**config.mk**
```make
export PLATFORM = sky130hd
export DESIGN_NAME = hex_display_sched
export DESIGN_NICKNAME = d
export VERILOG_FILES = /design/src/rtl/hex_display_sched.sv
export SDC_FILE = /design/constraint.sdc
export NUM_CORES = 1
export LEC_CHECK = 0
export BUFFER_PORTS_ARGS = -buffer_cell sky130_fd_sc_hd__buf_2
export CORE_UTILIZATION = 39
export DETAILED_ROUTE_END_ITERATION = 6
export GPL_TIMING_DRIVEN = 0
export PLACE_DENSITY_LB_ADDON = 0.12
export SETUP_SLACK_MARGIN = 0.1
export SYNTH_ARGS = -nofsm -noshare
export SYNTH_HDL_FRONTEND = slang
export SYNTH_SLANG_ARGS = --single-unit
```
**constraint.sdc**
```tcl
create_clock -name clk -period 2.9 [get_ports clk]
set_clock_uncertainty 0.1 [all_clocks]
set_input_delay 0.29 -clock clk [delete_from_list [all_inputs] [get_ports clk]]
set_output_delay 0.29 -clock clk [all_outputs]
set_load 0.03 [all_outputs]
```
**src/rtl/hex_display_sched.sv**
```systemverilog
// hex_display_sched: time-shares one nibble decoder across NUM_DIGITS digits with write arbitration and periodic refresh
module hex_display_sched #(
  parameter int NUM_DIGITS  = 4,
  parameter int REFRESH_DIV = 1024
) (
  input  logic                    clk,
  input  logic                    reset,
  input  logic                    cpu_wr_en,
  input  logic [4*NUM_DIGITS-1:0] cpu_wr_data,
  input  logic                    dbg_wr_en,
  input  logic [4*NUM_DIGITS-1:0] dbg_wr_data,
  input  logic                    dbg_override,
  input  logic [NUM_DIGITS-1:0]   digit_blank,
  output logic [3:0]              nibble,
  input  logic [6:0]              hex_in,
  output logic [7*NUM_DIGITS-1:0] hex_out,
  output logic                    busy,
  output logic                    refresh_done
);
  localparam int VW = 4*NUM_DIGITS;
  localparam int IW = NUM_DIGITS > 1 ? $clog2(NUM_DIGITS) : 1;
  localparam int CW = REFRESH_DIV > 1 ? $clog2(REFRESH_DIV) : 1;
  localparam logic [1:0] IDLE = 2'd0;
  localparam logic [1:0] SCAN = 2'd1;
  localparam logic [1:0] DONE = 2'd2;
  logic [1:0]              state_q, state_d;
  logic [VW-1:0]           value_q, value_d, work_q, work_d;
  logic [IW-1:0]           idx_q, idx_d;
  logic [CW-1:0]           cnt_q, cnt_d;
  logic                    pending_q, pending_d;
  logic [7*NUM_DIGITS-1:0] hex_q, hex_d;
  logic                    wr_acc, wrap, start, last;
  assign wr_acc       = dbg_wr_en | (cpu_wr_en & ~dbg_override);
  assign wrap         = cnt_q == CW'(REFRESH_DIV-1);
  assign start        = (state_q == IDLE) & pending_q;
  assign last         = idx_q == IW'(NUM_DIGITS-1);
  assign nibble       = state_q == SCAN ? work_q[{idx_q, 2'b00} +: 4] : 4'h0;
  assign busy         = state_q != IDLE;
  assign refresh_done = state_q == DONE;
  assign hex_out      = hex_q;
  // each digit latches the decoder output only on its own SCAN slot; blanking forces it dark
  for (genvar i = 0; i < NUM_DIGITS; i++) begin : g_dig
    assign hex_d[7*i +: 7] = (state_q == SCAN && idx_q == IW'(i)) ? (digit_blank[i] ? 7'h7F : hex_in) : hex_q[7*i +: 7];
  end
  // next-state: debug beats CPU, and a write or wrap coinciding with sweep start keeps pending set
  always_comb begin
    value_d   = dbg_wr_en ? dbg_wr_data : (cpu_wr_en & ~dbg_override) ? cpu_wr_data : value_q;
    pending_d = wr_acc | wrap | (pending_q & ~start);
    cnt_d     = wrap ? '0 : cnt_q + 1'b1;
    work_d    = start ? value_q : work_q;
    idx_d     = state_q == SCAN ? idx_q + 1'b1 : '0;
    state_d   = state_q == IDLE ? (pending_q ? SCAN : IDLE) : state_q == SCAN ? (last ? DONE : SCAN) : IDLE;
  end
  // state registers; reset darkens every digit and schedules an initial sweep of zeros
  always_ff @(posedge clk or posedge reset) begin
    if (reset) begin
      state_q   <= IDLE;
      value_q   <= '0;
      work_q    <= '0;
      idx_q     <= '0;
      cnt_q     <= '0;
      pending_q <= 1'b1;
      hex_q     <= {NUM_DIGITS{7'h7F}};
    end else begin
      state_q   <= state_d;
      value_q   <= value_d;
      work_q    <= work_d;
      idx_q     <= idx_d;
      cnt_q     <= cnt_d;
      pending_q <= pending_d;
      hex_q     <= hex_d;
    end
  end
endmodule

```
**Word-level counts from Yosys, hierarchy flattened**

Cells that the tools add are included.

- Add/sub/neg operators: 2
- Mux-type cells: 13
- Shift operators: 1
- Equal/unequal tests: 6
- Bitwise operators: 8
- Reductions and logical operators: 8

Operators by type and width:

| kind | count |
|---|---|
| two-way mux 16 bit | 2 |
| two-way mux 7 bit | 4 |
| variable part select 16 x 5 -> 4 bit | 1 |
| adder 10 x 1 -> 10 bit (second input constant) | 1 |
| == test 10 bit (second input constant) | 1 |
| two-way mux 10 bit | 1 |
| two-way mux 2 bit | 4 |
| == test 2 bit (second input constant) | 3 |
| == test 2 x 1 -> 1 bit (second input constant) | 2 |
| logical AND 1 bit | 4 |
| zero test 2 bit | 2 |
| two-way mux 4 bit | 1 |
| nonzero test 2 bit | 2 |
| bitwise AND 1 bit | 3 |
| OR 1 bit | 3 |
| adder 2 x 1 -> 2 bit (second input constant) | 1 |
| inverter 1 bit | 2 |
| two-way mux 1 bit | 1 |

- Bits of input ports: 48
- Register bits after elaboration: 75
- Word-level logic and storage cells: 48
- Output and inout bits: 34

**Logic depth before layout (Yosys ltp)**

- Word-level depth: 5
- Mapped depth: 7

**Least setup slack after synthesis**

Ideal clock, no wire load.

- Path type: register to output
- Start: register idx_q[0]
- End: output port nibble[0]
- Path buffers: 1
- Data arrival time: 1.322 ns
- Stages on the path, launching flop included: 4
- Required time: 2.510 ns
- Slack: 1.188 ns
- Path through: dfrtp_1 buf_2 mux4_2 nor2b_1

- Word-level cells in the longest chain between the ends: 2

RTL lines:

| item | line | RTL |
|---|---|---|
| start: declaration | 28 | `logic [IW-1:0] idx_q, idx_d;` |
| start signal: assignment | 68 | `idx_q <= idx_d;` |
| variable part select 16 x 5 -> 4 bit | 37 | `assign nibble = state_q == SCAN ? work_q[{idx_q, 2'b00} +: 4] : 4'h0;` |
| two-way mux 4 bit | 37 |  |
| end: declaration | 14 | `output logic [3:0] nibble,` |

No other way between the ends.

**Worst setup path after layout**

- Start: register idx_q[0]
- End: output port nibble[1]

The elaborated chain is that of the path after synthesis.

==> reports/qor.txt <==
status = finished, final reports clean
vias per inst = 4.92
largest net degree at the start of global routing = 59
Tcrit/Tclk final = 75.6%
Starting Density = 40.9%
number of antenna diodes = 0
io pins = 82
HPWL after DPL = 4.88 mm
reg-to-reg startpoint = idx_q[0]
fin cells = 485
Synth Warn # = 0
proportion of layout cells with a drive suffix above 1 = 50.0%
CP Capture Type = output port
crit start category = flip-flop
Achievable Freq = 456 MHz
Crit Path Max Fanout = 6
number of CTS-inserted buffers = 9
Worst Hold Class = input pin to flip-flop
Distinct cells, synth = 33
leakage power = 1.98 nW
Post-DP Area = 3990 sq um
remaining antenna violation count after routing = 0
RSZ-0062 raised after global routing = false
first-pass GRT wire length = 11.1 mm
Pwr Density = 1080 nW/um^2
max cap viols = 0
Die Y = 95.8 microns
cell taking the most area after synthesis = dfrtp_1
vias after detailed routing = 2387
Syn-to-layout area delta = 23.1%
# DRC = 0
clock slew at the register clock pins of the worst setup and hold paths = 90 ps
die footprint = 9180 sq um
initial drt markers = 58
Core Rows = 33
placed cell count = 468
WP data arrival = 1800 ps
clk buf depth = 2
ys flop type = dfrtp_1
Setup Viol. Count Final = 0
Global Route Usage Sum = 16.4%
post_cts resized = 0
Synth Instances = 282
synth top area cells = dfrtp_1, dfstp_2, mux2_2
Synthesized Nets = 335
Syn Area/Cell = 12.2 sq um
FFs w/ async S/R, synth = 100%
min Tclk post-route = 2190 ps
Slew @ Worst Pin = 393 ps
WHS Path Cells = 3
maximum vdd drop = 0.535 mV
Routed WL = 6.84 mm
vias in the first global route = 2249
Syn Std Cell Area = 3430 sq um
final setup margin = 708 ps
Seq/Total Area, Yosys = 55.7%
nets = 428
hold path endpoint = hex_out[6]
IO Port Bufs = 80
Slew Limit Fails = 0
Post-Place Worst Slack = 1080 ps
Worst Setup SP = idx_q[0]
drt wl/cell = 14.1 microns
R2R Setup Slk = 1130 ps
FF-to-FF path depth = 7
Design Area, Final = 4220 sq um
WHS = 124 ps
Root Buffer = clkbuf_8
RR Endpoint = hex_out[4]
EDFF count, synth = 0
initial antenna violation count = 0
total grt overflow = 0
number of synthesized register bits = 75
area share of the largest cell type after synthesis = 33.5%
H-tree levels = 3
routability cong. = 0.733
Core Region = 8380 sq um
CTS tree = yes
Fillers = 783
1st-pass router iterations = 4
final hold vios = 0
WP data required = 2510 ps
hold_sp = hex_in[6]
clock sinks = 75
critical path class = flip-flop to output port
chip width = 95.8 microns
Max transition margin = 73.6%
Worst-Skew Late Latency = 340 ps
-- layout make-up --
type	count	area, sq um	area share [%]
multi-input cells	189	1410	33.5
inverters	8	32.5	0.770
clock inverters	5	57.6	1.36
clock buffers	11	163	3.85
repair buffers	82	438	10.4
plain buffers	10	75.1	1.78
well taps	105	131	3.11
flip-flops and latches	75	1910	45.3
-- metal layers --
layer	vias up	GRT usage, %	part of all wire, %
li1	1151	-	-
met5	-	0	0
met2	68	26.1	47
met1	1159	21.9	47
met4	0	7.09	1.7
met3	9	3.16	4.6
-- registers in the layout, summed over array words and instances (netlist names) --
signal and cells:
cnt_q 10, hex_out 28, idx_q 2, pending_q 1, state_q 2, value_q 16
work_q 16
-- cell usage in the layout (no fill, tap or decap), types with 6 or more instances in the layout --
cell type  netlist  layout
buf_2            2      82
clkbuf_8         0      10
dfrtp_1         46      46
dfstp_2         29      29
inv_1            8       7
mux2_2          38      38
mux2_4          10      10
nand2_1         33      33
nor2_1          33      33
nor2b_1          6       6
o21ai_0         31      31
-- worst max-delay path: stages, from the launching register on --
cell     delay, ps
dfrtp_1        370
buf_2          220
mux4_2         520
nor2b_1        170
buf_2          190
-- metrics by stage --
stage | utilization (%) | power (mW) | setup TNS, ps
2_1_floorplan | - | 3.22 | 0
3_3_place_gp | 47.3 | 3.68 | -16600
3_5_place_dp | 47.6 | 3.73 | 0
4_1_cts | 50.4 | 4.61 | 0
5_1_grt | 50.4 | 4.87 | 0
6_report | 50.4 | 4.55 | 0
-- cell usage after synthesis (4+ instances only) --
| library cell | count |
|---|---|
| dfstp_2 | 29 |
| nand3_1 | 4 |
| ha_1 | 5 |
| nand2_1 | 33 |
| dfrtp_1 | 46 |
| xor2_1 | 4 |
| inv_1 | 8 |
| nand3b_1 | 5 |
| clkbuf_1 | 4 |
| nor2b_1 | 6 |
| mux2_4 | 10 |
| o21ai_0 | 31 |
| mux2_2 | 38 |
| nor2_1 | 33 |
| mux4_2 | 4 |
-- cells by family after synthesis --
group / share of synthesized area, %
buf+inv: 3.06
flops: 55.7
fa+ha+maj: 1.82
compound gates: 5.51
simple gates: 12.8
xor+xnor: 1.28
mux: 19.8
-- worst max path at each step --
| stage | endpoint | slack [ps] |
|---|---|---|
| floorplan | cnt_q[0] | 650 |
| global placement | value_q[3] | -360 |
| detailed placement | nibble[2] | 1080 |
| CTS | nibble[1] | 680 |
| global route | nibble[1] | 580 |
| finish | nibble[1] | 710 |
-- timing repair --
action / 4_1_cts / 5_1_grt
hold buffers: 1 / 0
hold endpoints to repair: 17 / 0
buffers inserted: 0 / 0
-- power by group --
group	total (mW)	internal [mW]	switching, mW	leakage, nW
clock network	0.872	0.475	0.397	0.115
registers	1.80	1.58	0.222	0.852
logic	1.88	0.754	1.13	1.01
total	4.55	2.81	1.75	1.98
Note: power is estimated with default switching activity, not from simulation.
